==> config.mk <==
export PLATFORM = sky130hd
export DESIGN_NAME = fft_bfly_seq
export DESIGN_NICKNAME = d
export VERILOG_FILES = /design/src/rtl/fft_bfly_seq.sv
export SDC_FILE = /design/constraint.sdc
export NUM_CORES = 2
export LEC_CHECK = 0
export ABC_AREA = 1
export CORE_MARGIN = 4
export CORE_UTILIZATION = 60
export DETAILED_ROUTE_END_ITERATION = 10
export PLACE_DENSITY = 0.77
export SYNTH_ARGS = -nofsm -noshare
export SYNTH_HDL_FRONTEND = slang
export SYNTH_SLANG_ARGS = --single-unit
==> constraint.sdc <==
create_clock -name clk -period 13.2 [get_ports clk]
set_clock_uncertainty 0.05 [all_clocks]
set_input_delay 2.64 -clock clk [delete_from_list [all_inputs] [get_ports clk]]
set_output_delay 2.64 -clock clk [all_outputs]
set_load 0.1 [all_outputs]
==> src/rtl/fft_bfly_seq.sv <==
// -----------------------------------------------------------------------------
// fft_bfly_seq
//   Sequential radix-2 DIT butterfly engine working in place on a
//   single-port synchronous sample RAM. One butterfly takes 6 cycles:
//   IDLE (accept) -> RD_A -> RD_B -> MUL -> WR_A -> WR_B -> IDLE.
//
//   Top  = A + W*B,  Bottom = A - W*B, components Q1.(DATA_W-1).
//
//   Configuration macro:
//     BFLY_SCALE_EN  defined   : each output component = sum >>> 1 (floor),
//                                per-stage 1/2 scaling, never saturates.
//                    undefined : each output component saturated to the
//                                signed DATA_W range.
//
//   Handshake: a pair is taken on a rising edge where pair_valid=1 and
//   pair_ready=1 (and reset=0). pair_ready is 1 only in IDLE; pair_valid in
//   any other state is ignored and nothing is queued.
//
// Ports
//   clk, reset          clock, synchronous active-high reset
//   pair_valid/ready    pair handshake
//   pair_ja, pair_jb    top / bottom sample addresses
//   pair_wr, pair_wi    twiddle real / imag (signed)
//   pair_last           final pair of the transform
//   mem_addr, mem_we    sample RAM address / write strobe
//   mem_wdata           write data {re, im}
//   mem_rdata           read data {re, im}, one cycle after its address
//   done                one-cycle pulse after the last butterfly's WR_B
//   state_dbg           current FSM state (debug observation)
// -----------------------------------------------------------------------------
module fft_bfly_seq #(
   parameter int DATA_W = 16,
   parameter int ADDR_W = 5
) (
   input  logic                  clk,
   input  logic                  reset,
   input  logic                  pair_valid,
   output logic                  pair_ready,
   input  logic [ADDR_W-1:0]     pair_ja,
   input  logic [ADDR_W-1:0]     pair_jb,
   input  logic [DATA_W-1:0]     pair_wr,
   input  logic [DATA_W-1:0]     pair_wi,
   input  logic                  pair_last,
   output logic [ADDR_W-1:0]     mem_addr,
   output logic                  mem_we,
   output logic [2*DATA_W-1:0]   mem_wdata,
   input  logic [2*DATA_W-1:0]   mem_rdata,
   output logic                  done,
   output logic [2:0]            state_dbg
);

   typedef enum logic [2:0] {
      IDLE = 3'd0,
      RD_A = 3'd1,
      RD_B = 3'd2,
      MUL  = 3'd3,
      WR_A = 3'd4,
      WR_B = 3'd5
   } state_t;

   localparam int PW = 2 * DATA_W + 1;   // full-precision product/difference width
   localparam int SW = DATA_W + 2;       // butterfly sum width

   state_t                state;
   logic [ADDR_W-1:0]     ja_q, jb_q;
   logic [DATA_W-1:0]     wr_q, wi_q;
   logic                  last_q;
   logic [2*DATA_W-1:0]   a_q;
   logic [DATA_W:0]       p_r_q, p_i_q;

   // Combinational datapath
   logic [DATA_W-1:0]     b_r, b_i;
   logic [PW-1:0]         prod_r, prod_i;
   logic [DATA_W:0]       p_r_next, p_i_next;
   logic [SW-1:0]         add_r, add_i, sub_r, sub_i;

   assign state_dbg = state;

   // Sign-extend a DATA_W value to the product width. Multiplying two
   // extended operands modulo 2^PW yields the exact signed product.
   function automatic logic [PW-1:0] sx_p(input logic [DATA_W-1:0] x);
      return {{(DATA_W+1){x[DATA_W-1]}}, x};
   endfunction

   // Output conditioning of one DATA_W+2 bit sum.
   function automatic logic [DATA_W-1:0] cond(input logic [SW-1:0] s);
`ifdef BFLY_SCALE_EN
      // Floor divide by two; the result is simply wrapped into DATA_W bits.
      return s[DATA_W:1];
`else
      // In range only when the three top bits agree.
      if (!s[SW-1] && (s[DATA_W:DATA_W-1] != 2'b00))
         return {1'b0, {(DATA_W-1){1'b1}}};
      else if (s[SW-1] && (s[DATA_W:DATA_W-1] != 2'b11))
         return {1'b1, {(DATA_W-1){1'b0}}};
      else
         return s[DATA_W-1:0];
`endif
   endfunction

   always_comb begin
      b_r    = mem_rdata[2*DATA_W-1:DATA_W];
      b_i    = mem_rdata[DATA_W-1:0];
      prod_r = sx_p(wr_q) * sx_p(b_r) - sx_p(wi_q) * sx_p(b_i);
      prod_i = sx_p(wr_q) * sx_p(b_i) + sx_p(wi_q) * sx_p(b_r);
      // Arithmetic shift right by DATA_W-1 then keep DATA_W+1 bits: a slice.
      p_r_next = prod_r[2*DATA_W-1:DATA_W-1];
      p_i_next = prod_i[2*DATA_W-1:DATA_W-1];
      // Top sum is prepared at the MUL->WR_A edge, so it uses the product
      // being registered on that same edge; the bottom sum uses the register.
      add_r = {{2{a_q[2*DATA_W-1]}}, a_q[2*DATA_W-1:DATA_W]} + {p_r_next[DATA_W], p_r_next};
      add_i = {{2{a_q[DATA_W-1]}},   a_q[DATA_W-1:0]}        + {p_i_next[DATA_W], p_i_next};
      sub_r = {{2{a_q[2*DATA_W-1]}}, a_q[2*DATA_W-1:DATA_W]} - {p_r_q[DATA_W], p_r_q};
      sub_i = {{2{a_q[DATA_W-1]}},   a_q[DATA_W-1:0]}        - {p_i_q[DATA_W], p_i_q};
   end

   // Single FSM block; all outputs are registered and set on the edge that
   // enters the state in which they apply. B itself is not kept: P = W*B is
   // captured directly from the read data in MUL.
   always_ff @(posedge clk) begin
      if (reset) begin
         state      <= IDLE;
         pair_ready <= 1'b1;
         mem_addr   <= '0;
         mem_we     <= 1'b0;
         mem_wdata  <= '0;
         done       <= 1'b0;
         ja_q       <= '0;
         jb_q       <= '0;
         wr_q       <= '0;
         wi_q       <= '0;
         last_q     <= 1'b0;
         a_q        <= '0;
         p_r_q      <= '0;
         p_i_q      <= '0;
      end else begin
         done <= 1'b0;
         case (state)
            IDLE: begin
               if (pair_valid) begin
                  ja_q       <= pair_ja;
                  jb_q       <= pair_jb;
                  wr_q       <= pair_wr;
                  wi_q       <= pair_wi;
                  last_q     <= pair_last;
                  pair_ready <= 1'b0;
                  mem_addr   <= pair_ja;
                  state      <= RD_A;
               end
            end
            RD_A: begin
               mem_addr <= jb_q;
               state    <= RD_B;
            end
            RD_B: begin
               a_q   <= mem_rdata;
               state <= MUL;
            end
            MUL: begin
               p_r_q     <= p_r_next;
               p_i_q     <= p_i_next;
               mem_addr  <= ja_q;
               mem_we    <= 1'b1;
               mem_wdata <= {cond(add_r), cond(add_i)};
               state     <= WR_A;
            end
            WR_A: begin
               mem_addr  <= jb_q;
               mem_we    <= 1'b1;
               mem_wdata <= {cond(sub_r), cond(sub_i)};
               state     <= WR_B;
            end
            WR_B: begin
               mem_addr   <= '0;
               mem_we     <= 1'b0;
               mem_wdata  <= '0;
               pair_ready <= 1'b1;
               done       <= last_q;
               state      <= IDLE;
            end
            default: begin
               mem_addr   <= '0;
               mem_we     <= 1'b0;
               mem_wdata  <= '0;
               pair_ready <= 1'b1;
               state      <= IDLE;
            end
         endcase
      end
   end

endmodule

# Word level (Yosys, flattened, before mapping)

Index checks and enable logic that the tools add are counted.

Bits in registers: 152
Bits of input ports: 78
Output and inout port bits: 43
Logic and storage cells: 78

Add/subtract/negate cells: 6
Multipliers: 4
Eq/ne operators: 10
Multiplexer cells: 16
Bitwise logic cells: 3
Reductions and logical operators: 25

Operators with widths:

| kind                                           | number |
|---|---|
| multiplier 16 x 16 -> 32 bit                   | 4 |
| two-way mux 16 bit                             | 8 |
| case mux 32 bit (3 select lines)               | 1 |
| adder 16 x 17 -> 18 bit                        | 2 |
| subtractor 16 x 17 -> 18 bit                   | 2 |
| adder 32 bit                                   | 1 |
| subtractor 32 bit                              | 1 |
| case mux 5 bit (4 select lines)                | 1 |
| case mux 3 bit (5 select lines)                | 1 |
| inequality test 2 bit (second input constant)  | 5 |
| logical AND 1 bit                              | 8 |
| nonzero test 2 bit                             | 4 |
| == test 3 x 2 -> 1 bit (second input constant) | 2 |
| == test 3 bit (second input constant)          | 2 |
| AND reduction 2 bit                            | 3 |
| OR reduction 2 bit                             | 3 |
| two-way mux 5 bit                              | 1 |
| zero test 1 bit                                | 4 |
| case mux 1 bit (2 select lines)                | 2 |
| OR reduction 4 bit                             | 1 |
| == test 3 x 1 -> 1 bit (second input constant) | 1 |
| zero test 3 bit                                | 1 |
| two-way mux 3 bit                              | 1 |
| inverter 1 bit                                 | 3 |
| other kinds (2)                                | 2 |

# Depth between registers and ports, before layout

Word-level depth: 8
Mapped depth: 52

# Least setup slack after synthesis

No wires, ideal clock.

Kind: input -> register
From: input mem_rdata[3]
To: register mem_wdata[23]
Setup time: 0.109 ns
Arrival: 10.329 ns
Data required time: 13.041 ns
Path slack: 2.712 ns
Stages: 46
Path buffers: 3
Path through: clkbuf_1 -> clkbuf_1 -> nand2_1 -> inv_1 -> fa_1 -> fa_1 -> inv_1 -> fa_1 -> inv_1 -> fa_1 -> inv_1 -> fa_1 -> inv_1 -> fa_1 -> inv_1 -> fa_1 -> inv_1 -> fa_1 -> [... 10 more ...] -> ha_1 -> nand2_1 -> inv_1 -> nand2_1 -> nand2_1 -> a21oi_2 -> nand2_2 -> nand2_2 -> nand2_2 -> nand2_2 -> inv_2 -> nand2_2 -> buf_6 -> nand2_1 -> nand2_1 -> nand3_1 -> nand2_1 -> inv_1

Longest elaborated chain between the ends: 8
Elaborated cells between the ends (all ways): 11
Classes of those cells: add/sub: 2; mul: 1; eq/ne: 1; mux: 3; reduce/logical: 4

RTL lines:

| element                              | line | source |
|---|---|---|
| from (decl)                          | 47   | `input logic [2*DATA_W-1:0] mem_rdata,` |
| multiplier 16 x 16 -> 32 bit (*)     | 104  | `prod_r = sx_p(wr_q) * sx_p(b_r) - sx_p(wi_q) * sx_p(b_i);` |
| subtractor 32 bit (*)                | 104  |  |
| net prod_r[29]                       | 73   | `logic [PW-1:0] prod_r, prod_i;` |
| adder 16 x 17 -> 18 bit (*)          | 111  | `add_r = {{2{a_q[2*DATA_W-1]}}, a_q[2*DATA_W-1:DATA_W]} + {p_r_next[DATA_W], p_r_next};` |
| inequality test 2 bit                | 94   | `else if (s[SW-1] && (s[DATA_W:DATA_W-1] != 2'b11))` |
| logical AND 1 bit                    | 94   |  |
| two-way mux 16 bit                   | 94   |  |
| two-way mux 16 bit (*)               | 92   | `if (!s[SW-1] && (s[DATA_W:DATA_W-1] != 2'b00))` |
| case mux 32 bit (3 select lines) (*) | 138  | `case (state)` |
| to (signal assigned)                 | 164  | `mem_wdata <= {cond(add_r), cond(add_i)};` |
| to (signal assigned)                 | 170  | `mem_wdata <= {cond(sub_r), cond(sub_i)};` |
| to (decl)                            | 46   | `output logic [2*DATA_W-1:0] mem_wdata,` |

Mark *: on every way through the listed nets, which the timed path passes. The rest lies on a longest branch.
A chain may end at the register's enable or synchronous reset.

# Worst setup path in the final report

From: input mem_rdata[4]
To: register mem_wdata[28]

Same word-level chain as after synthesis.

==> results.toml <==
[drt]
drc = 0
drt_iter0_drc = 4123
wl_per_cell_um = 20.4
vias_per_cell = 5.40
wirelength_um = 162000
dr.pass1.iters = 6
dr_total_vias = 42900
ant_nets = 0

[global_route]
track_usage = 0.373
grt_pass1_vias = 46300
antenna_found_initial = 11
grt_overflow = 0
grt_max_degree = 63
grt_pass1_wl_um = 258000

[yosys]
synthAdderAreaFrac = 0.532
synth_top_family_by_area = "adder cells"
synth-compound-area-share = 0.0447
synth_top_area_share = 0.444
synth_top_cell_by_area = "fa_1"
synth_area_um2 = 52000
ys_top_cells_by_area = "fa_1 (44%), inv_1 (15%), nand2_1 (12%)"
seq_area_frac_synth = 0.0585
syn-num-nets = 8412
yosysUniqueCellTypes = 50
synth_xor_area_frac = 0.0163
synth.most_common_cell = "inv_1"
yosys_warnings = 0
synth-edff-count = 0
synth_flop_cell = "dfxtp_1"
netlist_instances = 6814
synthMuxAreaShare = 0
synthTopCellsByCount = "inv_1 (2125), nand2_1 (1683), fa_1 (1152)"
synth_seq_cells = 152
avgSynthCellArea_um2 = 7.63
yosys.area_share.simple = 0.171
synthArstFlopShare = 0

[critical_path]
reg2reg_depth = 35
cp.required_ns = 13.57
start_kind = "input port"
slowest_stage = "fa_1"
path_class = "in2reg"
worst-r2r-setup-slack_ns = 3.10
cpMostUsedCell = "nand2_1"
slowest_delay_ns = 0.85
crit_family = "adder cells"
endpoint_kind = "flip-flop"
cp.arrival_ns = 12.37
r2r-end = "mem_wdata[4]$_SDFFE_PP0N_"
critPathMaxFanout = 18
critPathBufInv = 13
worstReg2RegStart = "wr_q[15]$_SDFFE_PP0P_"

[job]
max-cap-violations = 0

[sta]
whs_ns = 0.406
setup_tns_ns = 0
worst_pin_slew_ns = 1.07
maxSlewViolCount = 0
finalHoldViolations = 0
setup_viol = 0
slew_headroom = 0.286
fmax_mhz = 83.3
grt_setup_unrepaired = "false"
fin_ws_ns = 1.20
period_share = 0.909
period_needed_ns = 12.00

[floorplan]
fp.dieW_um = 302
start_util = 0.608
num_rows = 107
dieArea_um2 = 91400
num_io_pins = 121
chipHeight_um = 302
core_um2 = 85500

[cts]
clockRootBuffer = "clkbuf_16"
cts.sinks = 152
clk_path_buf_depth = 2
cts_setup_buffers = 0
cts_buffers = 17
clk_latency_ns = 0.54
clk_pin_slew_ns = 0.08
cts_tree = "yes"
holdBufCountCts = 0
cts_resized = 0
cts-htree-levels = 4

[cells_and_area]
drive_gt1_frac = 0.0374
multi_input_area_um2 = 39700
nFillCells = 7365
regArea_um2 = 3040
area_delta_synth_final_pct = 5.43
nNetsFinal = 8368

[worst_hold_path]
holdPathEnd = "ja_q[0]$_SDFFE_PP0P_"
hold_path_startpoint = "ja_q[0]$_SDFFE_PP0P_"
min_path_cells = 2
min_path_type = "reg2reg"

[placed_design]
place.gp.congestion = 1.02
port_buffers = 120
post-place-ws_ns = 0.923
hpwl_um = 129000

[status]
status = "completed"
==> state kept, by name, summed over array words and instances, names as in the netlist <==
name / count
a_q: 32
done: 1
ja_q: 5
jb_q: 5
last_q: 1
mem_addr: 5
mem_wdata: 32
mem_we: 1
p_i_q: 17
p_r_q: 17
pair_ready: 1
state_dbg: 3
wi_q: 16
wr_q: 16
==> worst max-delay path by stage <==
stage	slack [ns]	cells after the start	start	endpoint
finish	1.20	44	mem_rdata[4]	mem_wdata[28]$_SDFFE_PP0N_
global route	0.76	44	mem_rdata[5]	mem_wdata[19]$_SDFFE_PP0N_
global placement	1.02	37	mem_rdata[9]	mem_wdata[1]$_SDFFE_PP0N_
detailed placement	0.92	42	mem_rdata[4]	mem_wdata[28]$_SDFFE_PP0N_
CTS	1.43	42	mem_rdata[4]	mem_wdata[20]$_SDFFE_PP0N_
floorplan	2.71	46	mem_rdata[3]	mem_wdata[23]$_SDFFE_PP0N_
==> per-layer routing <==
layer | global-route usage | share of wire
met4 | 0.248 | 0.087
met1 | 0.469 | 0.37
met3 | 0.0814 | 0.10
met5 | 0 | 0.00041
met2 | 0.584 | 0.44
==> per-stage QoR <==
stage	std cells	instance area (um2)	utilization
after floorplan	6814	52000	-
after global placement	7895	54200	0.634
after detailed placement	7895	54200	0.634
after CTS	7927	54800	0.641
after global routing	7930	54800	0.641
final	7930	54800	0.641
==> cell families (layout without fill, tap and decap cells) <==
logic type	after synthesis	count (layout)
AOI/OAI and AO/OA	417	417
DFF	152	152
and+or+nand+nor	2194	2194
buffers and inverters	2434	2403
other	0	3
xor gates and xnor gates	97	97
adders and majority gates	1520	1520
==> final cells by class <==
cell class | instances | area share
well taps | 1144 | 0.0261
multi-input cells | 4228 | 0.725
inverters | 2149 | 0.147
diodes | 3 | 0.000137
repair buffers | 222 | 0.0349
flip-flops and latches | 152 | 0.0555
clock buffers | 17 | 0.00776
clock inverters | 15 | 0.00315
==> placed cells by master, fill, tap and decap left out, types with 17 or more instances in the layout <==
| master | instances |
|---|---|
| o21bai_1 | 24 |
| inv_1 | 2124 |
| buf_4 | 100 |
| nand2_1 | 1681 |
| nand2_2 | 33 |
| xor2_1 | 62 |
| dfxtp_1 | 151 |
| ha_1 | 368 |
| nand4_1 | 24 |
| nor2_1 | 222 |
| clkbuf_16 | 17 |
| a21oi_1 | 197 |
| fa_1 | 1152 |
| inv_2 | 22 |
| xnor2_1 | 35 |
| o21a_1 | 18 |
| nor3_1 | 22 |
| o21ai_0 | 128 |
| nand3_1 | 150 |
| clkdlybuf4s50_1 | 104 |
==> worst min-delay path: cells and delay by family, from the launching register on <==
| family | cells | cell delay, ns |
|---|---|---|
| compound gates | 1 | 0.05 |
| buf+inv | 1 | 0.06 |
| flops | 1 | 0.30 |
Power is not shown: default switching activity piles up to over one toggle a cycle in this logic, so the estimate is an artifact.
